## config.mk

```make
export PLATFORM = sky130hd
export DESIGN_NAME = fwd_hazard_unit
export DESIGN_NICKNAME = d
export VERILOG_FILES = /design/src/rtl/fwd_hazard_unit.sv
export SDC_FILE = /design/constraint.sdc
export NUM_CORES = 1
export LEC_CHECK = 0
export CAP_MARGIN = 20
export CELL_PAD_IN_SITES_DETAIL_PLACEMENT = 1
export CELL_PAD_IN_SITES_GLOBAL_PLACEMENT = 2
export CORE_UTILIZATION = 26
export CTS_BUF_LIST = sky130_fd_sc_hd__clkbuf_16
export DETAILED_ROUTE_END_ITERATION = 6
export GPL_TIMING_DRIVEN = 1
export PLACE_DENSITY_LB_ADDON = 0.1
export SLEW_MARGIN = 20
export SYNTH_ARGS = -nofsm -noshare
export SYNTH_HDL_FRONTEND = slang
export SYNTH_SLANG_ARGS = --single-unit
```

## constraint.sdc

```tcl
create_clock -name clk -period 1.7 [get_ports clk]
set_input_delay 0.17 -clock clk [delete_from_list [all_inputs] [get_ports clk]]
set_output_delay 0.17 -clock clk [all_outputs]
set_load 0.01 [all_outputs]
```

## src/rtl/fwd_hazard_unit.sv

```systemverilog
// Operand-forwarding select and load-use stall control for the IF/ID/EX/MEM/WB PE pipeline.
// Define FWD_STATS_EN to add saturating forwarding/stall statistics counters.
module fwd_hazard_unit #(
    parameter int REG_ADDR_W = 5
`ifdef FWD_STATS_EN
    ,
    parameter int STAT_W     = 32
`endif
) (
    input  logic                  clk,
    input  logic                  rst,
    input  logic                  id_valid,
    input  logic [REG_ADDR_W-1:0] id_rs1,
    input  logic [REG_ADDR_W-1:0] id_rs2,
    input  logic                  id_use_rs1,
    input  logic                  id_use_rs2,
    input  logic [REG_ADDR_W-1:0] id_rd,
    input  logic                  id_reg_write,
    input  logic                  id_is_load,
    input  logic                  flush,
    output logic                  stall,
    output logic [1:0]            fwd_a_sel,
    output logic [1:0]            fwd_b_sel
`ifdef FWD_STATS_EN
    ,
    output logic [STAT_W-1:0]     stat_fwd_mem,
    output logic [STAT_W-1:0]     stat_fwd_wb,
    output logic [STAT_W-1:0]     stat_stall
`endif
);

    localparam logic [1:0] SEL_RF    = 2'b00;
    localparam logic [1:0] SEL_EXMEM = 2'b01;
    localparam logic [1:0] SEL_MEMWB = 2'b10;
    localparam logic [REG_ADDR_W-1:0] REG_X0 = {REG_ADDR_W{1'b0}};

    // Shadow tags of in-flight instructions. No WB-stage tags are held: the register
    // file writes in the first half-cycle, so nothing past MEM is ever forwarded.
    logic                  ex_v_r, ex_wr_r, ex_ld_r;
    logic [REG_ADDR_W-1:0] ex_rd_r;
    logic                  mem_v_r, mem_wr_r;
    logic [REG_ADDR_W-1:0] mem_rd_r;

    logic       ex_fwd_ok_s, ex_load_ok_s, mem_fwd_ok_s;
    logic       stall_s, enter_ex_s;
    logic [1:0] sel_a_nxt_s, sel_b_nxt_s;

    // Youngest matching producer wins; an unused operand always reads the register file.
    function automatic logic [1:0] pick_sel(input logic use_rs, input logic ex_hit,
                                            input logic mem_hit);
        logic [1:0] sel;
        if (!use_rs) begin
            sel = SEL_RF;
        end else if (ex_hit) begin
            sel = SEL_EXMEM;
        end else if (mem_hit) begin
            sel = SEL_MEMWB;
        end else begin
            sel = SEL_RF;
        end
        return sel;
    endfunction

    // Hazard detection and next operand-select computation for the ID instruction.
    always_comb begin
        ex_fwd_ok_s  = ex_v_r && ex_wr_r && !ex_ld_r && (ex_rd_r != REG_X0);
        ex_load_ok_s = ex_v_r && ex_wr_r && ex_ld_r && (ex_rd_r != REG_X0);
        mem_fwd_ok_s = mem_v_r && mem_wr_r && (mem_rd_r != REG_X0);
        stall_s      = id_valid && !flush && ex_load_ok_s &&
                       ((id_use_rs1 && (ex_rd_r == id_rs1)) ||
                        (id_use_rs2 && (ex_rd_r == id_rs2)));
        enter_ex_s   = id_valid && !stall_s && !flush;
        if (enter_ex_s) begin
            sel_a_nxt_s = pick_sel(id_use_rs1, ex_fwd_ok_s && (ex_rd_r == id_rs1),
                                   mem_fwd_ok_s && (mem_rd_r == id_rs1));
            sel_b_nxt_s = pick_sel(id_use_rs2, ex_fwd_ok_s && (ex_rd_r == id_rs2),
                                   mem_fwd_ok_s && (mem_rd_r == id_rs2));
        end else begin
            sel_a_nxt_s = SEL_RF;
            sel_b_nxt_s = SEL_RF;
        end
        stall = stall_s;
    end

    // Shadow stage registers and registered operand selects.
    always_ff @(posedge clk) begin
        if (rst) begin
            ex_v_r    <= 1'b0;
            ex_wr_r   <= 1'b0;
            ex_ld_r   <= 1'b0;
            ex_rd_r   <= REG_X0;
            mem_v_r   <= 1'b0;
            mem_wr_r  <= 1'b0;
            mem_rd_r  <= REG_X0;
            fwd_a_sel <= SEL_RF;
            fwd_b_sel <= SEL_RF;
        end else begin
            ex_v_r    <= enter_ex_s;
            ex_wr_r   <= id_reg_write;
            ex_ld_r   <= id_is_load;
            ex_rd_r   <= id_rd;
            mem_v_r   <= ex_v_r;
            mem_wr_r  <= ex_wr_r;
            mem_rd_r  <= ex_rd_r;
            fwd_a_sel <= sel_a_nxt_s;
            fwd_b_sel <= sel_b_nxt_s;
        end
    end

`ifdef FWD_STATS_EN
    logic [1:0] n_exmem_s, n_memwb_s;

    function automatic logic [STAT_W-1:0] sat_add(input logic [STAT_W-1:0] cur,
                                                  input logic [1:0] inc);
        logic [STAT_W:0] sum;
        sum = {1'b0, cur} + {{(STAT_W-1){1'b0}}, inc};
        if (sum[STAT_W]) begin
            return {STAT_W{1'b1}};
        end else begin
            return sum[STAT_W-1:0];
        end
    endfunction

    // Per-cycle increments: each operand select counts once at the edge it is registered.
    always_comb begin
        n_exmem_s = {1'b0, sel_a_nxt_s == SEL_EXMEM} + {1'b0, sel_b_nxt_s == SEL_EXMEM};
        n_memwb_s = {1'b0, sel_a_nxt_s == SEL_MEMWB} + {1'b0, sel_b_nxt_s == SEL_MEMWB};
    end

    // Saturating statistics counters.
    always_ff @(posedge clk) begin
        if (rst) begin
            stat_fwd_mem <= {STAT_W{1'b0}};
            stat_fwd_wb  <= {STAT_W{1'b0}};
            stat_stall   <= {STAT_W{1'b0}};
        end else begin
            stat_fwd_mem <= sat_add(stat_fwd_mem, n_exmem_s);
            stat_fwd_wb  <= sat_add(stat_fwd_wb, n_memwb_s);
            stat_stall   <= sat_add(stat_stall, {1'b0, stall_s});
        end
    end
`endif

endmodule

```

==> metrics.yaml <==
hold_class: "in2reg"
powerDensity_nw_per_um2: 790
cap_viol_max_count: 0
fp.dieH_um: 58.4
std_cell_rows: 20
postLayoutSetupSlackWorst_ps: -165
startpoint_type: "flip-flop"
clock_latency_ps: 250
ys_ff_latch: 19
yosysTopAreaCellShare: 0.461
dieArea_um2: 3410
p_sw_w: 0.000243
track_usage: 0.150
final-setup-viol-count: 1
overflow: 0
synth.most_common_cell: "dfxtp_1"
synthArstFlopShare: 0
placedInstanceArea_um2: 1280
synth_top_area_cell: "dfxtp_1"
synthTopCellsByCount: "dfxtp_1, nor2b_1, xor2_1, nor4_1"
top_layer_used: "met4"
port-buffer-count: 27
clockBufferDepth: 2
avgSynthCellArea_um2: 10.5
vias_per_cell: 4.32
yosys_warnings: 0
tns_ps: -165
antennaDiodeCount: 0
cp_max_fo: 3
antenna_found_initial: 0
cp.required_ps: 1530
wl_um: 2350
status: "finished, violations left"
pre_cts_slack_ps: -605
synth_top_flop_cell: "dfxtp_1"
hold_violations: 0
clock-sinks: 19
grt_max_degree: 15
area_delta_synth_final_pct: 72.9
place_congestion: 0.749
synth_cell_type_count: 19
fin_skew_ps: 1.56
violations: "setup timing"
clk_pin_slew_ps: 50
met3WireLength_um: 95
critPathKind: "reg2out"
yosys-top-cells-area: "dfxtp_1, xor2_1, nor2b_1, xnor2_1, nor4_1"
synth.yosys.seq_area_share: 0.461
worstMarginPinSlew_ps: 473
cts_buffers: 3
fin_area_um2: 1430
fin_nets: 153
ios: 28
drt_pass1_iterations: 4
cts_max_level: 1
rsz0062_at_grt: "yes"
drive_above_1_share: 0.279
root_buffer: "clkbuf_16"
switching_share: 0.215
drcViolationCount: 0
internal_power_w: 0.000885
synth_nets: 102
cp-end-kind: "output port"
p_leak_nw: 0.579
maxSlewHeadroom: 0.680
post_drt_wl_per_cell_um: 13.6
grt_pass1_vias: 788
synthCells: 79
cts_tree: "done"
wl_met1_um: 1070
arrival_ps: 1700
dr_total_vias: 748
place_hpwl_um: 1700
p_clk_frac: 0.418
fmax_mhz: 536
die_w_um: 58.4
peakVddDrop_mv: 0.374
wl_met2_um: 1170
drtIter0Drc: 16
slew_violations: 0
grt_pass1_wl_um: 3630
period_minus_slack_ps: 1870
core_area_um2: 3030
holdWs_ps: 471
final.period_utilization: 1.10
synth_edf_count: 0
finish.utilization: 0.471
start_util: 0.273
ant_nets: 0
synth_area_um2: 826
seqPwrFrac: 0.421
p_comb_frac: 0.161
[power groups by stage]
stage	Clock, W	Sequential (W)	Combinational, W
6_report	0.000471	0.000475	0.000182
5_1_grt	0.000504	0.000476	0.000196
4_1_cts	0.000480	0.000477	0.000177
3_5_place_dp	0	0.000488	0.000168
3_3_place_gp	0	0.000487	0.000165
2_1_floorplan	0	0.000484	0.0000622
[per-layer routing]
metal  global-route usage  vias to the layer above
met5                    0                        -
met4               0.0510                        0
met3               0.0484                        2
met2                0.264                       20
met1                0.170                      355
li1                     -                      371
[cells by family after synthesis]
| family | count (synthesis) | share of synthesized area |
|---|---|---|
| and+or+nand+nor | 37 | 0.297 |
| xor gates and xnor gates | 20 | 0.212 |
| DFF | 19 | 0.461 |
| AOI/OAI and AO/OA | 2 | 0.0258 |
| buffers and inverters | 1 | 0.00454 |
[what timing repair did]
| action | 4_1_cts | 5_1_grt |
|---|---|---|
| hold buffers | 0 | 0 |
| endpoints found under the setup margin | 3 | 3 |
| pin swaps | 3 | 4 |
| resized for setup | 10 | 9 |
| setup buffers | 2 | 0 |
[worst max-delay path: stages (launching register included)]
cell	delay, ps
dfxtp_4	350
xor2_1	180
nor4_2	350
nand3_1	130
a211oi_2	250
buf_2	170
[per-stage QoR]
step / power (W) / cells
2_1_floorplan: 0.000546 / 79
3_3_place_gp: 0.000652 / 167
3_5_place_dp: 0.000656 / 167
4_1_cts: 0.00113 / 173
5_1_grt: 0.00118 / 173
6_report: 0.00113 / 173
[state kept, by name (all words and copies together) (netlist names)]
| register | flops |
|---|---|
| ex_ld_r | 1 |
| ex_rd_r | 5 |
| ex_v_r | 1 |
| ex_wr_r | 1 |
| fwd_a_sel | 2 |
| fwd_b_sel | 2 |
| mem_rd_r | 5 |
| mem_v_r | 1 |
| mem_wr_r | 1 |
[layout by cell type (no fill, tap or decap), drive strengths merged, types with 2 or more instances in the layout]
master         instances
dfxtp                 19
nor4                   6
nor2b                 17
nand3                  4
and3                   2
xor2                  16
clkdlybuf4s50         24
xnor2                  4
buf                   21
clkbuf                 3
or4                    2
[final timing paths]
path,start,to,slack [ps],cells past startpoint
max,ex_rd_r[3]$_SDFF_PP0_,stall,-170,5
min,id_rd[3],ex_rd_r[3]$_SDFF_PP0_,470,2
max reg2reg,ex_rd_r[3]$_SDFF_PP0_,fwd_b_sel[1]$_SDFF_PP0_,20,6
min reg2reg,ex_wr_r$_SDFF_PP0_,mem_wr_r$_SDFF_PP0_,490,1
[cell type report]
type / instances / area, um^2
Fill cell: 347 / 1600
Clock buffer: 3 / 75.1
Clock inverter: 1 / 3.75
Sequential cell: 19 / 392
Tap cell: 44 / 55.1
Timing Repair Buffer: 47 / 420
Multi-Input combinational cell: 59 / 482
No activity file was read; power rests on OpenSTA's default activity.
